==> config.mk <==
export PLATFORM = sky130hd
export DESIGN_NAME = burst_bit_serializer
export DESIGN_NICKNAME = d
export VERILOG_FILES = /design/src/rtl/burst_pkg.sv /design/src/rtl/burst_crc8.sv /design/src/rtl/burst_bit_serializer.sv
export SDC_FILE = /design/constraint.sdc
export NUM_CORES = 1
export LEC_CHECK = 0
export CAP_MARGIN = 20
export CORE_MARGIN = 4
export CORE_UTILIZATION = 45
export DETAILED_ROUTE_END_ITERATION = 7
export PLACE_DENSITY = 0.67
export SYNTH_ARGS = -nofsm -noshare
export SYNTH_HDL_FRONTEND = slang
export SYNTH_SLANG_ARGS = --single-unit
==> constraint.sdc <==
create_clock -name clk -period 2.2 [get_ports clk]
set_input_delay 0.33 -clock clk [delete_from_list [all_inputs] [get_ports clk]]
set_output_delay 0.33 -clock clk [all_outputs]
set_load 0.03 [all_outputs]
==> src/rtl/burst_pkg.sv <==
// Shared types and constants for the burst bit serializer.
// CRC-related items are only used when BURST_SERIALIZER_CRC_EN is defined.
package burst_pkg;

   typedef enum logic [2:0] {
      StIdle,
      StPre,
      StData,
      StCrc,
      StGuard
   } state_e;

   localparam logic [7:0] CRC8_POLY        = 8'h07;
   localparam logic [7:0] PREAMBLE_DEFAULT = 8'hAA;

endpackage

==> src/rtl/burst_crc8.sv <==
// Combinational CRC-8 update: one whole byte folded in, MSB first, poly CRC8_POLY.
// Only instantiated when BURST_SERIALIZER_CRC_EN is defined.
module burst_crc8
   import burst_pkg::*;
(
   input  logic [7:0] crc,
   input  logic [7:0] data,
   output logic [7:0] crc_next
);

   always_comb begin
      logic [7:0] acc;
      acc = crc ^ data;
      for (int i = 0; i < 8; i++) begin
         acc = acc[7] ? ((acc << 1) ^ CRC8_POLY) : (acc << 1);
      end
      crc_next = acc;
   end

endmodule

==> src/rtl/burst_bit_serializer.sv <==
// Serializes preamble + payload bytes (LSB first, BIT_DIV clocks per bit) inside a burst gate.
// Define BURST_SERIALIZER_CRC_EN to append a CRC-8 byte after the last payload byte.
module burst_bit_serializer
   import burst_pkg::*;
#(
   parameter int unsigned BIT_DIV      = 100,
   parameter logic [7:0]  PREAMBLE_PAT = PREAMBLE_DEFAULT
) (
   input  logic       clk,
   input  logic       rst,
   input  logic       burst_en,
   input  logic [7:0] in_data,
   input  logic       in_valid,
   output logic       in_ready,
   output logic       tx_bit,
   output logic       tx_active,
   output logic       bit_strobe,
   output logic       trunc
);

   localparam int unsigned    DivW    = (BIT_DIV > 1) ? $clog2(BIT_DIV) : 1;
   localparam logic [DivW-1:0] DivLast = DivW'(BIT_DIV - 1);

   state_e          state_q, state_d;
   logic [DivW-1:0] div_cnt_q, div_cnt_d;
   logic [2:0]      bit_cnt_q, bit_cnt_d;
   logic [7:0]      shift_q, shift_d;
   logic            burst_en_q;
   logic            tx_bit_q, tx_active_q, bit_strobe_q, trunc_q;
   logic            trunc_d, active_d;
   logic            start, bit_end, byte_end;

`ifdef BURST_SERIALIZER_CRC_EN
   logic [7:0] crc_q, crc_d, crc_next;

   burst_crc8 u_crc8 (
      .crc      (crc_q),
      .data     (in_data),
      .crc_next (crc_next)
   );
`endif

   always_comb begin
      start    = burst_en && !burst_en_q;
      bit_end  = (div_cnt_q == DivLast);
      byte_end = bit_end && (bit_cnt_q == 3'd7);
      // Depends on burst_en so nothing is accepted in an aborting cycle.
      in_ready = byte_end && burst_en && ((state_q == StPre) || (state_q == StData));
   end

   always_comb begin
      state_d   = state_q;
      div_cnt_d = div_cnt_q;
      bit_cnt_d = bit_cnt_q;
      shift_d   = shift_q;
      trunc_d   = 1'b0;
`ifdef BURST_SERIALIZER_CRC_EN
      crc_d     = crc_q;
`endif

      unique case (state_q)
         StIdle: begin
            if (start) begin
               state_d   = StPre;
               shift_d   = PREAMBLE_PAT;
               div_cnt_d = '0;
               bit_cnt_d = '0;
`ifdef BURST_SERIALIZER_CRC_EN
               crc_d     = '0;
`endif
            end
         end

         StPre, StData, StCrc: begin
            if (!burst_en) begin
               state_d   = StIdle;
               trunc_d   = 1'b1;
               div_cnt_d = '0;
               bit_cnt_d = '0;
            end else if (bit_end) begin
               div_cnt_d = '0;
               bit_cnt_d = bit_cnt_q + 3'd1;
               shift_d   = {1'b0, shift_q[7:1]};
               if (bit_cnt_q == 3'd7) begin
                  if (in_ready && in_valid) begin
                     state_d = StData;
                     shift_d = in_data;
`ifdef BURST_SERIALIZER_CRC_EN
                     crc_d   = crc_next;
`endif
                  end else if (state_q == StData) begin
`ifdef BURST_SERIALIZER_CRC_EN
                     state_d = StCrc;
                     shift_d = crc_q;
`else
                     state_d = StGuard;
`endif
                  end else begin
                     // Preamble with no payload, or the CRC byte just finished.
                     state_d = StGuard;
                  end
               end
            end else begin
               div_cnt_d = div_cnt_q + 1'b1;
            end
         end

         StGuard: begin
            if (!burst_en) begin
               state_d = StIdle;
            end
         end

         default: state_d = StIdle;
      endcase

      // Outputs are registered from next-state so they line up with the bit being sent.
      active_d = (state_d == StPre) || (state_d == StData) || (state_d == StCrc);
   end

   always_ff @(posedge clk) begin
      if (rst) begin
         state_q      <= StIdle;
         div_cnt_q    <= '0;
         bit_cnt_q    <= '0;
         shift_q      <= '0;
         burst_en_q   <= 1'b1;
         tx_bit_q     <= 1'b0;
         tx_active_q  <= 1'b0;
         bit_strobe_q <= 1'b0;
         trunc_q      <= 1'b0;
      end else begin
         state_q      <= state_d;
         div_cnt_q    <= div_cnt_d;
         bit_cnt_q    <= bit_cnt_d;
         shift_q      <= shift_d;
         burst_en_q   <= burst_en;
         tx_bit_q     <= active_d && shift_d[0];
         tx_active_q  <= active_d;
         bit_strobe_q <= active_d && (div_cnt_d == '0);
         trunc_q      <= trunc_d;
      end
   end

`ifdef BURST_SERIALIZER_CRC_EN
   always_ff @(posedge clk) begin
      if (rst) begin
         crc_q <= '0;
      end else begin
         crc_q <= crc_d;
      end
   end
`endif

   assign tx_bit     = tx_bit_q;
   assign tx_active  = tx_active_q;
   assign bit_strobe = bit_strobe_q;
   assign trunc      = trunc_q;

endmodule

==> results.yml, run 1 <==
synth:
  synth.cell_area_sq_mm: 0.00133
  synth_area_leaders: "dfxtp_1 39%, nor2_1 5.4%, a21oi_1 5.3%"
  synth_largest_area_cell: "dfxtp_1"
  synth_cell_type_count: 43
  synth_fp_nets: 170
  synth_cells: 155
  synth.top_cell.area_share_pct: 39.1
  synth-edff-count: 0
  synth-seq-cells: 26
  synth_warnings: 0
  avgSynthCellArea_sq_um: 8.60
  seq_area_frac_synth_pct: 39.1
  synth_top_flop_cell: "dfxtp_1"
  synth_async_sr_flop_share_pct: 0
clocking:
  cts_setup_buffers: 0
  cts_buffer_depth: 2
  cts_root_buf: "clkbuf_4"
  cts_resized: 0
  cts_tree: "yes"
  cts.clk_slew.worst_paths_ps: 140
  clock_sink_count: 26
  hold_buffers: 0
  h-tree-depth: 1
  clk_latency_ps: 310
  cts_made_buffers: 3
die:
  dieArea_sq_mm: 0.00390
  fp.coreArea_sq_mm: 0.00278
  die_h_um: 62.4
  start_util_pct: 47.9
  die_w_um: 62.4
  io_pins: 17
  rows: 19
detailed_routing:
  routedWlPerCell_um: 15.4
  drt-total-wl_mm: 3.18
  dr_wl_met2_mm: 1.51
  wirelength_met1_mm: 1.53
  viasPerCell: 5.91
  dr.first_iter.drc_count: 117
  highest_layer: "met4"
  vias: 1223
  drc: 0
  first_pass_iters: 4
  ant_nets: 0
  wl_met3_um: 119
place:
  gp_congestion: 0.868
  dpl_worst_slack_ps: 122
  port-buffer-count: 16
  dpl.hpwl_mm: 2.38
critical_path:
  cp_max_fo: 6
  path_class: "reg -> out"
  start_kind: "register"
  worstSetupEndpointType: "output port"
  cp.required_ps: 1870
  cp.arrival_ps: 1700
timing:
  fin_crit_ps: 2030
  rsz0062_at_grt: "false"
  finalHoldViolCount: 0
  setup_tns_ps: 0
  maxSlewHeadroom_pct: 73.8
  tightestPinTransition_ps: 392
  setup_ws_ps: 174
  fin_crit_sh_pct: 92.1
  drv_slew: 0
  timing.fmax_mhz: 494
  finalSetupViolCount: 0
  fin_skew_ps: 2.47
global_routing:
  track_usage_pct: 17.1
  grt_pass1_wl_mm: 5.60
  grt_pass1_vias: 1183
  grt_antenna_before_repair: 0
  grt_max_degree: 15
  globalRouteOverflowTotal: 0
run_status:
  outcome: "finished clean"
cells_and_area:
  finish.net_count: 192
  fin_util_pct: 57.0
  synthToLayoutAreaGrowth_pct: 19.0
  layout-drive-gt1-share_pct: 13.1
  final_common_cell: "dfxtp_1"
  final_cell_mix: "26 x dfxtp_1, 18 x nor2_1, 15 x clkdlybuf4s50_1, 14 x a21oi_1, 11 x nand2_1"
  antenna_cells: 0
flow_run:
  max_cap_violations: 0
hold_path:
  hold_path.class: "reg -> reg"
power_and_ir_drop:
  peakVddDrop_mv: 0.534
  power.density_mw_per_mm2: 506
  cellLeakagePower_nw: 0.550
worst max-delay path, cell delays in order (launching register included):
cell       delay, ps
dfxtp_1          440
ha_1             250
nand4bb_4        170
nor2_2           190
and3_1           170
buf_4            150
registers in the layout, summed over array words and instances, names as in the netlist:
name,cells
bit_strobe,1
tx_bit,1
div_cnt_q,7
state_q,3
shift_q,8
bit_cnt_q,3
burst_en_q,1
trunc,1
tx_active,1
synthesized netlist by cell type, types with 2 or more instances:
cell	n
nor3_1	4
clkbuf_1	2
a2bb2oi_1	2
a32oi_1	4
nor2_1	19
dfxtp_1	26
o21ai_0	7
nor4b_1	2
a31oi_1	5
or2_2	2
a311oi_1	4
buf_4	3
a21oi_1	14
and3_1	3
a22oi_1	2
nand2_1	11
nand2b_1	6
ha_1	3
o211ai_1	4
nand3_1	5
inv_1	3
nor3b_1	2
nand3b_1	2
area by class of cell:
type / instances / area (sq um)
fillers: 265 / 1200
multi-input cells: 120 / 768
clock buffers: 4 / 36.3
well taps: 31 / 38.8
repair buffers: 23 / 210
flip-flops and latches: 26 / 520
inverters: 3 / 11.3
per-layer routing:
metal,global-route usage [%],up-vias
met2,27.8,22
met5,0,-
met4,2.12,0
met1,22.9,579
li1,-,618
met3,5.22,4
path summary, 6_finish.rpt:
kind	from	endpoint	slack, ps	cells past startpoint
worst max register to register	div_cnt_q[1]$_SDFF_PP0_	bit_strobe$_SDFF_PP0_	340	7
worst min-delay path	shift_q[5]$_SDFFE_PP0P_	shift_q[5]$_SDFFE_PP0P_	490	2
worst max-delay path	div_cnt_q[1]$_SDFF_PP0_	in_ready	170	5
worst min register to register	shift_q[5]$_SDFFE_PP0P_	shift_q[5]$_SDFFE_PP0P_	490	2
logic make-up after synthesis:
family          after synthesis  share of synthesized area (%)
buf+inv                       9                           3.47
fa+ha+maj                     3                           2.82
compound gates               48                           23.9
xor+xnor                      1                          0.657
mux                           2                           1.60
simple gates                 66                           28.5
flops                        26                           39.1
where the power goes:
group / switching (mW) / internal [mW]
Combinational: 0.0392 / 0.0408
Sequential: 0.00434 / 0.479
Clock: 0.139 / 0.101
Total: 0.182 / 0.620
through the flow:
step,hold slack (ps),instances,cell area [sq um],total power [mW]
CTS,498,207,1580,0.811
global placement,469,203,1550,0.570
global route,530,207,1590,0.837
floorplan,406,155,1330,0.533
detailed placement,473,203,1550,0.573
finish,493,207,1590,0.803
(Power assumes the default switching activity.)
==> run 2, diff against run 1 <==
==> constraint.sdc (replaced) <==
create_clock -name clk -period 2.2 [get_ports clk]
set_input_delay 0.44 -clock clk [delete_from_list [all_inputs] [get_ports clk]]
set_output_delay 0.44 -clock clk [all_outputs]
set_load 0.03 [all_outputs]
==> results.yml, run 2 (same netlist as run 1, synthesis figures left out) <==
cells_and_area:
  final_common_cell: "dfxtp_1"
  layout-drive-gt1-share_pct: 17.2
  finish.net_count: 196
  largest_reg_flops: 8
  fillers: 275
  top_register: "shift_q"
  antenna_cells: 0
  top_regs: "shift_q x8, div_cnt_q x7"
  fin_util_pct: 59.3
  final_cell_mix: "24 x dfxtp_1, 18 x nor2_1, 15 x clkdlybuf4s50_1, 14 x a21oi_1, 12 x buf_4"
  synthToLayoutAreaGrowth_pct: 23.8
  fin_area_sq_mm: 0.00165
  instances_no_fill: 211
place:
  dpl_cell_area_sq_mm: 0.00156
  port-buffer-count: 16
  dpl_worst_slack_ps: 61.4
  dpl.hpwl_mm: 2.36
  gp_congestion: 0.796
  dp.cells: 205
power_and_ir_drop:
  cellLeakagePower_nw: 0.571
  power_mw: 0.891
  power.density_mw_per_mm2: 540
  peakVddDrop_mv: 0.464
clocking:
  clock_sink_count: 26
  cts_made_buffers: 3
  cts.clk_slew.worst_paths_ps: 140
  cts_buffer_depth: 2
  cts_root_buf: "clkbuf_4"
  cts_tree: "yes"
  clk_latency_ps: 310
  h-tree-depth: 1
timing:
  hold_slack_ps: 468
  finalSetupViolCount: 0
  setup_tns_ps: 0
  timing.fmax_mhz: 473
  fin_skew_ps: 1.61
  drv_slew: 0
  maxSlewHeadroom_pct: 73.2
  tightestPinTransition_ps: 401
  setup_ws_ps: 85.6
  finalHoldViolCount: 0
  fin_crit_sh_pct: 96.1
  fin_crit_ps: 2110
hold_path:
  hold_path.class: "reg -> reg"
  hp-start: "bit_cnt_q[0]$_SDFFE_PP0P_"
detailed_routing:
  drt-total-wl_mm: 3.21
  dr.first_iter.drc_count: 56
  first_pass_iters: 4
  drc: 0
  ant_nets: 0
  vias: 1257
  routedWlPerCell_um: 15.2
  viasPerCell: 5.96
die:
  dieArea_sq_mm: 0.00390
  io_pins: 17
  start_util_pct: 47.9
  rows: 19
  fp.coreArea_sq_mm: 0.00278
  die_w_um: 62.4
  die_h_um: 62.4
critical_path:
  cp_max_fo: 3
  start_kind: "register"
  worstSetupStartpoint: "bit_cnt_q[0]$_SDFFE_PP0P_"
  crit_path_max_incr_delay_ps: 370
  cp.required_ps: 1760
  worst_path_max_delay_cell: "dfxtp_2"
  rr_startpoint: "bit_cnt_q[0]$_SDFFE_PP0P_"
  cp.arrival_ps: 1670
  crit_path_cell_trace: "ha_1 -> ha_2 -> nand3b_1 -> nor2_2 -> and3_1 -> buf_4"
  worstSetupEndpointType: "output port"
  path_class: "reg -> out"
global_routing:
  grt_pass1_wl_mm: 5.51
  grt_max_degree: 16
  grt_pass1_vias: 1159
  grt_antenna_before_repair: 0
  globalRouteOverflowTotal: 0
  track_usage_pct: 16.6
flow_run:
  max_cap_violations: 0
run_status:
  outcome: "finished clean"
-- run 2: cell types whose count changed in the layout (fill, tap and decap cells not counted), sizes merged --
cell    before  now
buf          8   12
bufinv       0    1
clkbuf       4    3
-- run 2: layout make-up --
type,count,area (sq um),area share (%)
Clock buffer,3,22.5,1.37
Timing Repair Buffer,27,240,14.6
Sequential cell,26,523,31.7
Multi-Input combinational cell,120,783,47.5
Clock inverter,1,30.0,1.82
Inverter,3,11.3,0.683
Tap cell,31,38.8,2.35
-- run 2: final timing paths --
| path | to | slack (ps) | cells after the start |
|---|---|---|---|
| worst min register to register | bit_cnt_q[0]$_SDFFE_PP0P_ | 470 | 1 |
| worst max register to register | bit_strobe$_SDFF_PP0_ | 390 | 8 |
| worst max-delay path | in_ready | 90 | 6 |
| worst min-delay path | bit_cnt_q[0]$_SDFFE_PP0P_ | 470 | 1 |
-- run 2: repair_timing --
action,4_1_cts,5_1_grt
resized for setup,3,3
hold buffers,0,0
gates cloned,0,0
endpoints found under the setup margin,1,1
setup buffers,0,2
pin swaps,0,1
-- run 2: metal layers --
metal  track usage, %  part of all wire, %
met1             23.1                   47
met2             25.9                   47
met5                0                    0
met4             5.04                 0.97
met3             3.06                  5.1
-- run 2: critical path: cells and delay by family, from the launching register on --
kind	cells	cell delay, ps
AND/OR/NAND/NOR	3	490
flip-flops	1	370
adder cells (fa/ha/maj)	2	350
buffers and inverters	1	150
-- run 2: where the power goes --
part	leakage (nW)	internal [mW]	switching, mW	total [mW]
sequential	0.212	0.479	0.00435	0.483
combinational	0.332	0.0433	0.0388	0.0821
clock	0.0279	0.184	0.142	0.326
total	0.571	0.706	0.185	0.891
